$ cat src/rtl/pc_sequencer.sv
// pc_sequencer: registered, stall-aware fetch PC sequencer.
// It selects between sequential fetch and the decode-stage redirects (jr > jal > beq).
// A redirect that arrives while the PC cannot advance is buffered in PEND.
// Optional macro DELAY_SLOT_EN: MIPS delay-slot semantics. With it, flush_f is tied 0.
module pc_sequencer #(
  parameter logic [31:0] RESET_PC = 32'h0000_3000
) (
  input  logic        clk,
  input  logic        reset,
  input  logic        stall,
  input  logic        imem_ready,
  input  logic [31:0] d_pc,
  input  logic        beq_take,
  input  logic [15:0] imm16,
  input  logic        jal_take,
  input  logic [25:0] jal_idx,
  input  logic        jr_take,
  input  logic [31:0] jr_addr,
  output logic [31:0] pc,
  output logic [31:0] pc_add4,
  output logic        flush_f,
  output logic        redirect_busy,
  output logic        pc_misalign
);

  typedef enum logic {RUN, PEND} state_t;

  state_t      state, nextState;
  logic [31:0] pendAddr, nextPendAddr, nextPc;
  logic        pendMis, nextPendMis, nextMisalign;
  logic        advance, redirect, targetMis;
  logic [31:0] dPcAdd4, beqTarget, jalTarget, target;

  assign advance  = ~stall & imem_ready;
  assign redirect = jr_take | jal_take | beq_take;
  assign pc_add4  = pc + 32'd4;
  assign dPcAdd4  = d_pc + 32'd4;

  // Redirect target selection, jr > jal > beq; also flag a misaligned jr target
  always_comb begin
    beqTarget = dPcAdd4 + {{14{imm16[15]}}, imm16, 2'b00};
    jalTarget = {dPcAdd4[31:28], jal_idx, 2'b00};
    target    = beqTarget;
    targetMis = 1'b0;
    if (jr_take) begin
      target    = jr_addr;
      targetMis = |jr_addr[1:0];
    end else if (jal_take) begin
      target = jalTarget;
    end
  end

  // Next-state and next-PC logic for RUN/PEND
  always_comb begin
    nextState    = state;
    nextPc       = pc;
    nextPendAddr = pendAddr;
    nextPendMis  = pendMis;
    nextMisalign = pc_misalign;
    unique case (state)
      RUN: begin
        if (advance) begin
          if (redirect) begin
            nextPc       = target;
            nextMisalign = pc_misalign | targetMis;
          end else begin
            nextPc = pc_add4;
          end
        end else if (redirect) begin
          nextPendAddr = target;
          nextPendMis  = targetMis;
          nextState    = PEND;
        end
      end
      PEND: begin
        if (advance) begin
          nextState = RUN;
          if (redirect) begin
            nextPc       = target;
            nextMisalign = pc_misalign | targetMis;
          end else begin
            nextPc       = pendAddr;
            nextMisalign = pc_misalign | pendMis;
          end
        end else if (redirect) begin
          // newest redirect replaces the buffered one
          nextPendAddr = target;
          nextPendMis  = targetMis;
        end
      end
      default: nextState = RUN;
    endcase
  end

  // State registers; synchronous reset discards any pending redirect
  always_ff @(posedge clk) begin
    if (reset) begin
      state       <= RUN;
      pc          <= RESET_PC;
      pendAddr    <= '0;
      pendMis     <= 1'b0;
      pc_misalign <= 1'b0;
    end else begin
      state       <= nextState;
      pc          <= nextPc;
      pendAddr    <= nextPendAddr;
      pendMis     <= nextPendMis;
      pc_misalign <= nextMisalign;
    end
  end

  assign redirect_busy = (state == PEND);

`ifdef DELAY_SLOT_EN
  // the instruction after a branch is the delay slot, so it is never killed
  assign flush_f = 1'b0;
`else
  // kill the wrong-path fetch at the same edge the PC is redirected
  assign flush_f = ~reset & advance & (redirect | (state == PEND));
`endif

endmodule
$ cat config.mk
export PLATFORM = sky130hd
export DESIGN_NAME = pc_sequencer
export DESIGN_NICKNAME = d
export VERILOG_FILES = /design/src/rtl/pc_sequencer.sv
export SDC_FILE = /design/constraint.sdc
export NUM_CORES = 1
export LEC_CHECK = 0
export CAP_MARGIN = 20
export CORE_UTILIZATION = 53
export DETAILED_ROUTE_END_ITERATION = 6
export PLACE_DENSITY = 0.85
export RECOVER_POWER = 50
export SLEW_MARGIN = 20
export SYNTH_ARGS = -nofsm -noshare
export SYNTH_HDL_FRONTEND = slang
export SYNTH_SLANG_ARGS = --single-unit
$ cat constraint.sdc
create_clock -name clk -period 10 [get_ports clk]
set_input_delay 3 -clock clk [delete_from_list [all_inputs] [get_ports clk]]
set_output_delay 3 -clock clk [all_outputs]
set_load 0.02 [all_outputs]
# After elaboration in Yosys (flattened, before gate mapping)

Cells that the tools add are included.

Input port bits: 113
Output and inout bits: 67
Logic and storage cells: 47
Register bits after elaboration: 67

Equal/unequal tests: 3
Multiplexer cells: 20
Reductions and logical operators: 4
Bitwise gates (word level): 12
$add $sub $neg: 3

Operators by type and width:

| operator              | number |
|---|---|
| $mux 32               | 7 |
| $add 32x3->32 const B | 2 |
| $pmux 32 s2           | 1 |
| $add 32x32->32        | 1 |
| $mux 1                | 10 |
| $or 1x1->1            | 5 |
| $ne 2x2->1 const B    | 2 |
| $not 1->1             | 4 |
| $pmux 1 s2            | 2 |
| $reduce_and 2->1      | 2 |
| $and 1x1->1           | 3 |
| $reduce_and 3->1      | 1 |
| $ne 2x1->1 const B    | 1 |
| $reduce_or 2->1       | 1 |

# Depth between registers and ports, before layout

Gate-level depths: netlist of the first run.

Word-level depth: 7
Mapped depth: 16
Depth with buffers taken out: 15

# Worst setup path after synthesis of the first run

OpenSTA, ideal clock, no wires.

Kind: input to output
Start point: input port jal_take
End point: output port flush_f
Data required time: 7.000 ns
Slack: 2.815 ns
Stages: 5
Buffers on the path: 2
Data arrival time: 4.185 ns
Cell sequence: clkbuf_1 > or3_1 > clkbuf_1 > nor2_1 > nor3_1

Word-level cells in the longest chain between the ends: 4

Ends and longest elaborated chain:

| element                  | line | text |
|---|---|---|
| start: declaration       | 15   | `input logic jal_take,` |
| $or 1x1->1 (2 in series) | 35   | `assign redirect = jr_take \| jal_take \| beq_take;` |
| $or 1x1->1               | 119  | `assign flush_f = ~reset & advance & (redirect \| (state == PEND));` |
| $and 1x1->1              | 119  |  |
| end: declaration         | 21   | `output logic flush_f,` |

No other way between the ends.

# Final worst setup path of the first run

Ends and elaborated chain as after synthesis.

==> out/metrics.csv, run 1 <==
stage,metric,value,unit
timing,Worst Tran Pin Value,2.44,ns
routing,via/cell ratio,5.98,
global_route,largest net degree at the start of global routing,55,
placement,Cells after DPL,1090,
die,Core ar.,0.0114,mm2
routing,Final ANT Viol Nets,0,
clock_network,Post-CTS Setup Bufs,0,
placement,# port buffers,179,
cells_and_area,area of the multi-input gates,0.00452,mm2
worst_setup_path,arrival time worst endpoint,5.51,ns
clock_network,CTS tree,yes,
routing,drt initial violations,444,
synth,cell count after synthesis,814,
routing,drc violations,0,
cells_and_area,Storage cell area,0.00134,mm2
placement,DP HPWL,14200,um
hold_path,hold crit path type,reg -> reg,
timing,Final period util,85.1,%
power_and_ir_drop,PD cells,113,mW/mm2
cells_and_area,share of cells above drive strength 1,5.30,%
power_and_ir_drop,worst vdd ir,0.140,mV
routing,metal3 WL,1260,um
timing,TNS Setup,0,ns
global_route,vias in the first global route,5920,
worst_setup_path,crit path kind,in -> out,
worst_setup_path,worst path bufs/invs,3,
power_and_ir_drop,Overall Power,0.932,mW
worst_setup_path,critical path's slowest cell,clkdlybuf4s50_1,
die,Die W,110,um
hold_path,Hold Path Cell Cnt,2,
timing,RSZ-0062 raised after global routing,false,
worst_setup_path,kind of cell adding the most delay to the critical path,buffers and inverters,
routing,met2 WL post-DR,8700,um
cells_and_area,ANT cells,0,
worst_setup_path,startpoint types,input port,
worst_setup_path,critical path capture point type,primary output,
global_route,global-route wire length before repair,29200,um
placement,gpl congestion,0.952,
global_route,GRT overflow,0,
job,max cap viols,1,
routing,Pre-antenna DRT Iters,5,
synth,Post-synth top flop,dfxtp_1,
worst_setup_path,crit-path cells,"dlygate4sd3_1, buf_4, or3_1, nor2_1, nor3_1, clkdlybuf4s50_1",
synth,largest area contributor in the netlist,dfxtp_1,
clock_network,Clock Path Buffers,2,
timing,Final Max Tran Viols,50,
worst_setup_path,r2r worst-path depth,4,
clock_network,CTS root buffer,clkbuf_16,
timing,Final setup viols,0,
timing,relative slew slack,-63.0,%
routing,Post-Route WL,18500,um
synth,largest cells by area after synthesis,"dfxtp_1, ha_1, xnor2_1",
synth,unique cell type count in the Yosys netlist,74,
die,Die Area,0.0121,mm2
cells_and_area,Final Core Density,72.4,%
outcome,failing checks,"capacitance limit, slew limit",
routing,DR vias,6610,
global_route,Tot GR Track Use,30.9,%
synth,"Warnings, synthesis",0,
synth,post-synth top area share,21.7,%
timing,Tmin final,8.51,ns
timing,Worst Skew,0.00524,ns
clock_network,H-tree Lvls,3,
synth,asr flop ratio synth,0,%
clock_network,clk slew on worst S/H paths,0.05,ns
cells_and_area,"non-filler cells, final",1106,
worst_setup_path,"Largest stage delay, worst path",0.63,ns
routing,WL met1,8190,um
clock_network,hold_buf cts,0,
die,std cell rows,39,
cells_and_area,synth-to-layout area growth,33.4,%
synth,sequential area share after synthesis,21.7,%
synth,syn nets,964,
worst_setup_path,Crit Path Max Fanout,34,
synth,syn_area_per_cell,7.58,um2
die,Die H,110,um
clock_network,Clock Sinks,67,
worst_setup_path,CP Data Required Time,7.00,ns
power_and_ir_drop,LEAKAGE,3.28,nW
die,I/O pin cnt,180,
clock_network,clk_lat worst skew,0.33,ns
timing,Final Hold Fails,0,
synth,synthesized flop and latch total,67,
cells_and_area,Post-layout nets,1108,
die,Starting Density,54.2,%
synth,"EDFF count, synth",0,
worst_setup_path,Levels on crit path,6,
clock_network,post-cts sizing count,0,
outcome,status,"finished, violations left",
global_route,antenna violations before repair,0,
timing,fmax,117,MHz
clock_network,Num CTS Buffers,9,
cells_and_area,Filler Cells Inserted,919,
routing,wire per inst,16.7,um
routing,Highest Signal Layer,met4,
synth,synthesized area,0.00617,mm2
[placed cells by master (no fill, tap or decap), types with 15 or more instances in the layout]
master	n
dfxtp_1	66
xnor2_1	48
and3_1	15
a21o_1	18
nand2b_1	21
xor2_1	28
a21oi_1	63
nor2_1	77
nand2_1	72
ha_1	36
dlygate4sd3_1	50
o211ai_1	16
clkdlybuf4s50_1	128
o21ai_0	58
inv_1	19
nand3_1	28
nor3_1	16
[where the power goes]
| part | internal, mW | total, mW | leakage, nW | switching (mW) |
|---|---|---|---|---|
| combinational | 0.159 | 0.341 | 2.60 | 0.182 |
| clock | 0.166 | 0.284 | 0.123 | 0.118 |
| sequential | 0.289 | 0.308 | 0.554 | 0.0188 |
| total | 0.614 | 0.932 | 3.28 | 0.319 |
[tightest hold or removal path, cell delays in order, from the launching register on]
cell and delay, ns:
dfxtp_1 0.32, nand2_1 0.04, o21ai_0 0.05
[worst paths after layout]
check                 end          start  slack, ns
max               flush_f       jal_take       1.49
min          pendAddr[25]   pendAddr[25]       0.44
max reg2reg        pc[26]  redirect_busy       6.92
min reg2reg  pendAddr[25]   pendAddr[25]       0.44
[state kept, by name, indices dropped and copies added, names as in the netlist]
register and count:
pc 32, pendAddr 32, pc_misalign 1, pendMis 1, redirect_busy 1
[layout make-up]
type                    count  share of cell area, %
clock inverters             7                  0.548
repair buffers            188                   22.4
flip-flops and latches     67                   16.3
inverters                  19                  0.867
clock buffers               9                   2.74
multi-input cells         673                   55.0
well taps                 143                   2.17
[cells in the mapped netlist, types with 3 or more instances]
library cell	instances
o21a_1	3
o211ai_1	16
nor2_1	77
and3_1	15
nand4_1	14
and2_1	4
a21o_1	18
clkbuf_1	45
a211oi_1	11
or3_1	5
nand3_1	28
a22oi_1	6
o41ai_1	3
nor3_1	15
o21ai_0	58
nand2_1	72
buf_4	3
o22ai_1	5
nor2b_1	6
xor2_1	28
mux2i_1	11
a31o_2	3
and4_1	4
a22o_1	12
buf_1	4
nand2b_1	21
nor3b_1	4
o31a_1	3
ha_1	36
dfxtp_1	67
o21bai_1	4
a21oi_1	63
inv_1	19
mux2_2	7
a221o_1	9
a311oi_1	14
xnor2_1	48
a31oi_1	3
a221oi_1	7
[metal layers]
layer | vias up | GRT usage (%)
li1 | 3279 | -
met1 | 3033 | 42.2
met2 | 272 | 50.6
met3 | 26 | 3.32
met4 | 0 | 9.81
met5 | - | 0
[cells by family after synthesis]
| kind of cell | Yosys count | synth area share [%] |
|---|---|---|
| adders and majority gates | 37 | 7.63 |
| muxes | 18 | 3.06 |
| and+or+nand+nor | 278 | 22.2 |
| buffers and inverters | 74 | 4.99 |
| xor gates and xnor gates | 78 | 11.3 |
| DFF | 67 | 21.7 |
| AOI/OAI and AO/OA | 262 | 29.1 |
[metrics by stage]
step / hold WS [ns] / instance area, um2 / worst slack (ns)
3_3_place_gp: 0.425 / 7970 / 1.69
3_5_place_dp: 0.433 / 7970 / 1.65
2_1_floorplan: 0.416 / 6170 / 2.82
6_report: 0.441 / 8230 / 1.49
5_1_grt: 0.466 / 8230 / 1.34
4_1_cts: 0.446 / 8240 / 1.65
(Power assumes the default switching activity.)
==> run 2: changes to the inputs <==
- CTS_CLUSTER_DIAMETER: unset -> 150
- PLACE_DENSITY: 0.85 -> 0.95
==> out/metrics.csv, run 2 (same netlist as run 1, synthesis figures left out) <==
stage,metric,value,unit,change
placement,placed cell area,0.00796,mm2,was 0.00797 mm2
timing,relative slew slack,-54.0,%,was -63.0%
die,std cell rows,39,,unchanged
global_route,global-route wire length before repair,30200,um,was 29200 um
routing,drt initial violations,621,,was 444
die,Starting Density,54.2,%,unchanged
power_and_ir_drop,LEAKAGE,3.29,nW,was 3.28 nW
clock_network,Clock Sinks,67,,unchanged
clock_network,hold_buf cts,0,,unchanged
worst_setup_path,R2R Path End,pc[26],,unchanged
global_route,GR Util met2,53.3,%,was 50.6%
timing,Worst Tran Pin Value,2.31,ns,was 2.44 ns
cells_and_area,Post-layout nets,1106,,was 1108
die,Die W,110,um,unchanged
clock_network,CTS tree,yes,,unchanged
global_route,GRT overflow,0,,unchanged
timing,Tmin final,8.47,ns,was 8.51 ns
worst_setup_path,critical path capture point type,primary output,,unchanged
power_and_ir_drop,PD cells,117,mW/mm2,was 113 mW/mm2
routing,drc violations,0,,unchanged
routing,Pre-antenna DRT Iters,5,,unchanged
clock_network,Clock Path Buffers,2,,unchanged
job,max cap viols,1,,unchanged
routing,Post-Route WL,19200,um,was 18500 um
outcome,failing checks,"capacitance limit, slew limit",,unchanged
clock_network,Num CTS Buffers,9,,unchanged
placement,# port buffers,179,,unchanged
clock_network,H-tree Lvls,3,,unchanged
cells_and_area,Final Cell Area,0.00824,mm2,was 0.00823 mm2
worst_setup_path,Worst setup endpoint,flush_f,,unchanged
timing,Final Max Tran Viols,49,,was 50
timing,TNS Setup,0,ns,unchanged
cells_and_area,synth-to-layout area growth,33.5,%,was 33.4%
routing,wire per inst,17.3,um,was 16.7 um
global_route,vias in the first global route,6265,,was 5920
global_route,largest net degree at the start of global routing,55,,unchanged
worst_setup_path,crit path kind,in -> out,,unchanged
global_route,grt met1 use,41.3,%,was 42.2%
worst_setup_path,r2r worst-path depth,4,,unchanged
global_route,met3 Track Usage GR,4.39,%,was 3.32%
timing,Final period util,84.7,%,was 85.1%
cells_and_area,Filler Cells Inserted,868,,was 919
routing,Final ANT Viol Nets,0,,unchanged
die,Die Area,0.0121,mm2,unchanged
cells_and_area,"non-filler cells, final",1104,,was 1106
cells_and_area,share of cells above drive strength 1,5.10,%,was 5.30%
worst_setup_path,CP Data Required Time,7.00,ns,about the same
clock_network,CTS root buffer,clkbuf_16,,unchanged
placement,gpl congestion,0.899,,was 0.952
routing,DR vias,6816,,was 6610
die,Core ar.,0.0114,mm2,unchanged
worst_setup_path,arrival time worst endpoint,5.47,ns,was 5.51 ns
cells_and_area,Largest regs,"pc (32), pendAddr (32)",,unchanged
placement,Cells after DPL,1088,,was 1090
timing,fmax,118,MHz,was 117 MHz
worst_setup_path,startpoint types,input port,,unchanged
routing,via/cell ratio,6.17,,was 5.98
cells_and_area,most frequent cells in the layout,"clkdlybuf4s50_1, nor2_1, nand2_1, dfxtp_1, a21oi_1",,unchanged
power_and_ir_drop,worst vdd ir,0.0957,mV,was 0.140 mV
die,I/O pin cnt,180,,unchanged
clock_network,clk_lat worst skew,0.33,ns,about the same
worst_setup_path,Worst Setup SP,jal_take,,unchanged
clock_network,clk slew on worst S/H paths,0.05,ns,about the same
timing,Hold Slack,0.446,ns,was 0.441 ns
cells_and_area,ANT cells,0,,unchanged
clock_network,post-cts sizing count,0,,unchanged
global_route,Tot GR Track Use,32.0,%,was 30.9%
placement,DP HPWL,14400,um,was 14200 um
clock_network,Post-CTS Setup Bufs,0,,unchanged
timing,Final Hold Fails,0,,unchanged
die,Die H,110,um,unchanged
global_route,antenna violations before repair,0,,unchanged
worst_setup_path,R2R Setup Slk,6.98,ns,was 6.92 ns
hold_path,hold crit path type,reg -> reg,,unchanged
global_route,GR peak layer,met2,,unchanged
worst_setup_path,reg2reg start,redirect_busy,,unchanged
placement,post-place setup slack,1.63,ns,was 1.65 ns
timing,RSZ-0062 raised after global routing,false,,unchanged
timing,Worst Skew,0.00691,ns,was 0.00524 ns
timing,Setup WS post-layout,1.53,ns,was 1.49 ns
worst_setup_path,Crit Path Max Fanout,34,,unchanged
cells_and_area,"commonest non-fill, non-tap cell in the layout",clkdlybuf4s50_1,,unchanged
outcome,status,"finished, violations left",,unchanged
timing,Final setup viols,0,,unchanged
## run 2: cell count changes in the layout (fill, tap and decap cells not counted)
| cell | before | now |
|---|---|---|
| buf_4 | 6 | 4 |
| bufinv_16 | 0 | 1 |
| clkdlybuf4s50_1 | 128 | 127 |
| clkinv_4 | 0 | 1 |
| clkinvlp_4 | 4 | 2 |
| dlygate4sd3_1 | 50 | 51 |
## run 2: worst min-delay path by stage
stage / start / to / slack (ns) / cells past startpoint
after floorplan: pendAddr[15] / pendAddr[15] / 0.42 / 2
after global placement: pendAddr[23] / pendAddr[23] / 0.42 / 2
after detailed placement: pendAddr[6] / pendAddr[6] / 0.43 / 2
after CTS: pendAddr[6] / pendAddr[6] / 0.45 / 2
after global routing: pendAddr[22] / pendAddr[22] / 0.49 / 2
final: pendAddr[23] / pendAddr[23] / 0.45 / 2
## run 2: metrics by stage
step           util [%]  power (mW)
3_3_place_gp       70.0       0.645
5_1_grt            72.4        1.00
6_report           72.4       0.961
2_1_floorplan         -       0.519
3_5_place_dp       70.0       0.653
4_1_cts            72.6       0.961
## run 2: final cells by class
class	count	area (um2)	area share, %
flip-flops and latches	67	1340	16.3
clock inverters	7	68.8	0.836
well taps	143	179	2.17
clock buffers	9	225	2.73
repair buffers	186	1830	22.2
inverters	19	71.3	0.866
multi-input cells	673	4520	54.9
## run 2: power by group
group | total [mW] | switching (mW) | internal [mW]
combinational | 0.343 | 0.185 | 0.159
sequential | 0.308 | 0.0195 | 0.289
clock | 0.309 | 0.117 | 0.192
## run 2: worst max-delay path, stage by stage
cell	delay, ns
dlygate4sd3_1	0.52
buf_4	0.32
or3_1	0.63
nor2_1	0.15
nor3_1	0.19
clkdlybuf4s50_1	0.64
## run 2: metal layers
layer	wire length (um)	part of all wire (%)	up-vias
met4	616	3.2	0
met1	7860	41	3134
met2	9150	48	342
met5	0	0	-
met3	1530	8.0	55
li1	-	-	3285
==> run 3: changes to the inputs <==
- CORE_UTILIZATION: 53 -> 49
- PLACE_DENSITY: 0.95 -> 0.93
- clock period: 10 -> 7.9 ns (I/O delays scaled with it)
==> out/metrics.csv, run 3 (same netlist as run 1, synthesis figures left out) <==
stage,metric,value,unit,change
outcome,status,"finished, violations left",,unchanged
outcome,failing checks,"capacitance limit, slew limit",,unchanged
clock_network,hold_buf cts,0,,unchanged
power_and_ir_drop,Overall Power,1.24,mW,was 0.961 mW
die,I/O pin cnt,180,,unchanged
timing,Worst Skew,0.00498,ns,was 0.00691 ns
timing,Final period util,85.8,%,
worst_setup_path,kind of cell adding the most delay to the critical path,buffers and inverters,,unchanged
clock_network,Num CTS Buffers,9,,unchanged
cells_and_area,Filler Cells Inserted,993,,was 868
die,Starting Density,50.7,%,was 54.2%
timing,Hold Slack,0.446,ns,about the same
worst_setup_path,reg2reg start,redirect_busy,,unchanged
placement,# port buffers,179,,unchanged
routing,drt initial violations,539,,was 621
timing,Setup WS post-layout,1.12,ns,was 1.53 ns
routing,Pre-antenna DRT Iters,6,,was 5
cells_and_area,most frequent cells in the layout,"clkdlybuf4s50_1, nor2_1, nand2_1, dfxtp_1, a21oi_1",,unchanged
placement,gpl congestion,0.928,,was 0.899
clock_network,clk slew on worst S/H paths,0.05,ns,about the same
worst_setup_path,critical path capture point type,primary output,,unchanged
timing,Final Hold Fails,0,,unchanged
die,Die H,114,um,was 110 um
clock_network,CTS root buffer,clkbuf_16,,unchanged
cells_and_area,Largest regs,"pc (32), pendAddr (32)",,unchanged
job,max cap viols,2,,was 1
routing,via/cell ratio,6.00,,was 6.17
worst_setup_path,CP Data Required Time,5.53,ns,was 7.00 ns
placement,DP HPWL,14800,um,was 14400 um
worst_setup_path,worst path bufs/invs,3,,unchanged
die,Core ar.,0.0122,mm2,was 0.0114 mm2
cells_and_area,"non-filler cells, final",1132,,was 1104
routing,DR vias,6787,,was 6816
timing,Tmin final,6.78,ns,
cells_and_area,Final Core Density,68.2,%,was 72.4%
timing,relative slew slack,-59.5,%,was -54.0%
cells_and_area,"commonest non-fill, non-tap cell in the layout",clkdlybuf4s50_1,,unchanged
timing,fmax,147,MHz,
clock_network,post-cts sizing count,0,,unchanged
worst_setup_path,crit path kind,in -> out,,unchanged
power_and_ir_drop,worst vdd ir,0.0990,mV,was 0.0957 mV
global_route,GRT overflow,0,,unchanged
timing,Worst Tran Pin Value,2.39,ns,was 2.31 ns
routing,Final ANT Viol Nets,0,,unchanged
cells_and_area,synth-to-layout area growth,34.6,%,was 33.5%
global_route,vias in the first global route,6318,,was 6265
worst_setup_path,Worst Setup SP,jal_take,,unchanged
worst_setup_path,crit-path cells,"dlygate4sd3_1, or3_1, buf_4, nor2_1, nor3_1, clkdlybuf4s50_1",,"was dlygate4sd3_1, buf_4, or3_1, nor2_1, nor3_1, clkdlybuf4s50_1"
clock_network,Clock Sinks,67,,unchanged
global_route,global-route wire length before repair,30800,um,was 30200 um
power_and_ir_drop,PD cells,149,mW/mm2,was 117 mW/mm2
placement,post-place setup slack,1.27,ns,was 1.63 ns
worst_setup_path,Crit Path Max Fanout,19,,was 34
clock_network,H-tree Lvls,3,,unchanged
placement,Cells after DPL,1116,,was 1088
hold_path,hold_sp,pendAddr[5],,was pendAddr[23]
clock_network,CTS tree,yes,,unchanged
timing,Final Max Tran Viols,92,,was 49
clock_network,Post-CTS Setup Bufs,0,,unchanged
global_route,largest net degree at the start of global routing,55,,unchanged
global_route,Tot GR Track Use,29.6,%,was 32.0%
routing,Post-Route WL,19500,um,was 19200 um
placement,placed cell area,0.00801,mm2,was 0.00796 mm2
timing,RSZ-0062 raised after global routing,false,,unchanged
clock_network,clk_lat worst skew,0.33,ns,about the same
power_and_ir_drop,LEAKAGE,3.31,nW,was 3.29 nW
clock_network,Clock Path Buffers,2,,unchanged
hold_path,hold crit path type,reg -> reg,,unchanged
worst_setup_path,critical path's slowest cell,dlygate4sd3_1,,was clkdlybuf4s50_1
cells_and_area,Post-layout nets,1109,,was 1106
worst_setup_path,"Largest stage delay, worst path",0.57,ns,was 0.64 ns
die,Die Area,0.0130,mm2,was 0.0121 mm2
cells_and_area,Final Cell Area,0.00830,mm2,was 0.00824 mm2
timing,Final setup viols,0,,unchanged
global_route,antenna violations before repair,0,,unchanged
die,std cell rows,40,,was 39
cells_and_area,share of cells above drive strength 1,5.08,%,was 5.10%
routing,drc violations,0,,unchanged
die,Die W,114,um,was 110 um
worst_setup_path,arrival time worst endpoint,4.41,ns,was 5.47 ns
cells_and_area,ANT cells,0,,unchanged
timing,TNS Setup,0,ns,unchanged
routing,wire per inst,17.2,um,was 17.3 um
worst_setup_path,startpoint types,input port,,unchanged
-- run 3: cell types whose count changed in the layout (fill, tap and decap cells not counted) --
cell | previous run | this run
clkbuf_1 | 3 | 6
clkbuf_8 | 0 | 3
clkdlybuf4s50_1 | 127 | 126
clkinv_2 | 3 | 2
clkinv_4 | 1 | 0
clkinvlp_4 | 2 | 1
dlygate4sd3_1 | 51 | 52
-- run 3: per-layer routing --
| metal | global-route usage, % | routed length (um) | vias to the layer above |
|---|---|---|---|
| met2 | 49.8 | 9140 | 343 |
| met4 | 11.3 | 498 | 0 |
| li1 | - | - | 3274 |
| met5 | 0 | 0 | - |
| met1 | 38.8 | 8450 | 3131 |
| met3 | 3.28 | 1360 | 39 |
-- run 3: tightest hold or removal path: stages (launching register included) --
cell     delay, ns
dfxtp_1       0.32
nand2_1       0.04
o21ai_0       0.05
-- run 3: layout make-up --
class                      instances  area, um2  area share (%)
multi-input combinational        673       4520            54.5
timing repair buffer             189       1840            22.2
sequential                        67       1340            16.2
clock buffer                      12        267            3.21
tap                              168        210            2.53
inverter                          19       71.3           0.859
clock inverter                     4       47.5           0.573
-- run 3: power by group --
group | switching [mW] | leakage [nW] | total [mW] | internal, mW
combinational | 0.234 | 2.60 | 0.435 | 0.201
sequential | 0.0239 | 0.554 | 0.390 | 0.366
clock | 0.144 | 0.155 | 0.413 | 0.269
total | 0.402 | 3.31 | 1.24 | 0.835
-- run 3: worst paths after layout --
kind	endpoint	slack (ns)	cells past startpoint
worst max-delay path	flush_f	1.12	6
worst min-delay path	pendAddr[5]	0.45	2
worst max register to register	pc[26]	4.73	4
worst min register to register	pendAddr[5]	0.45	2
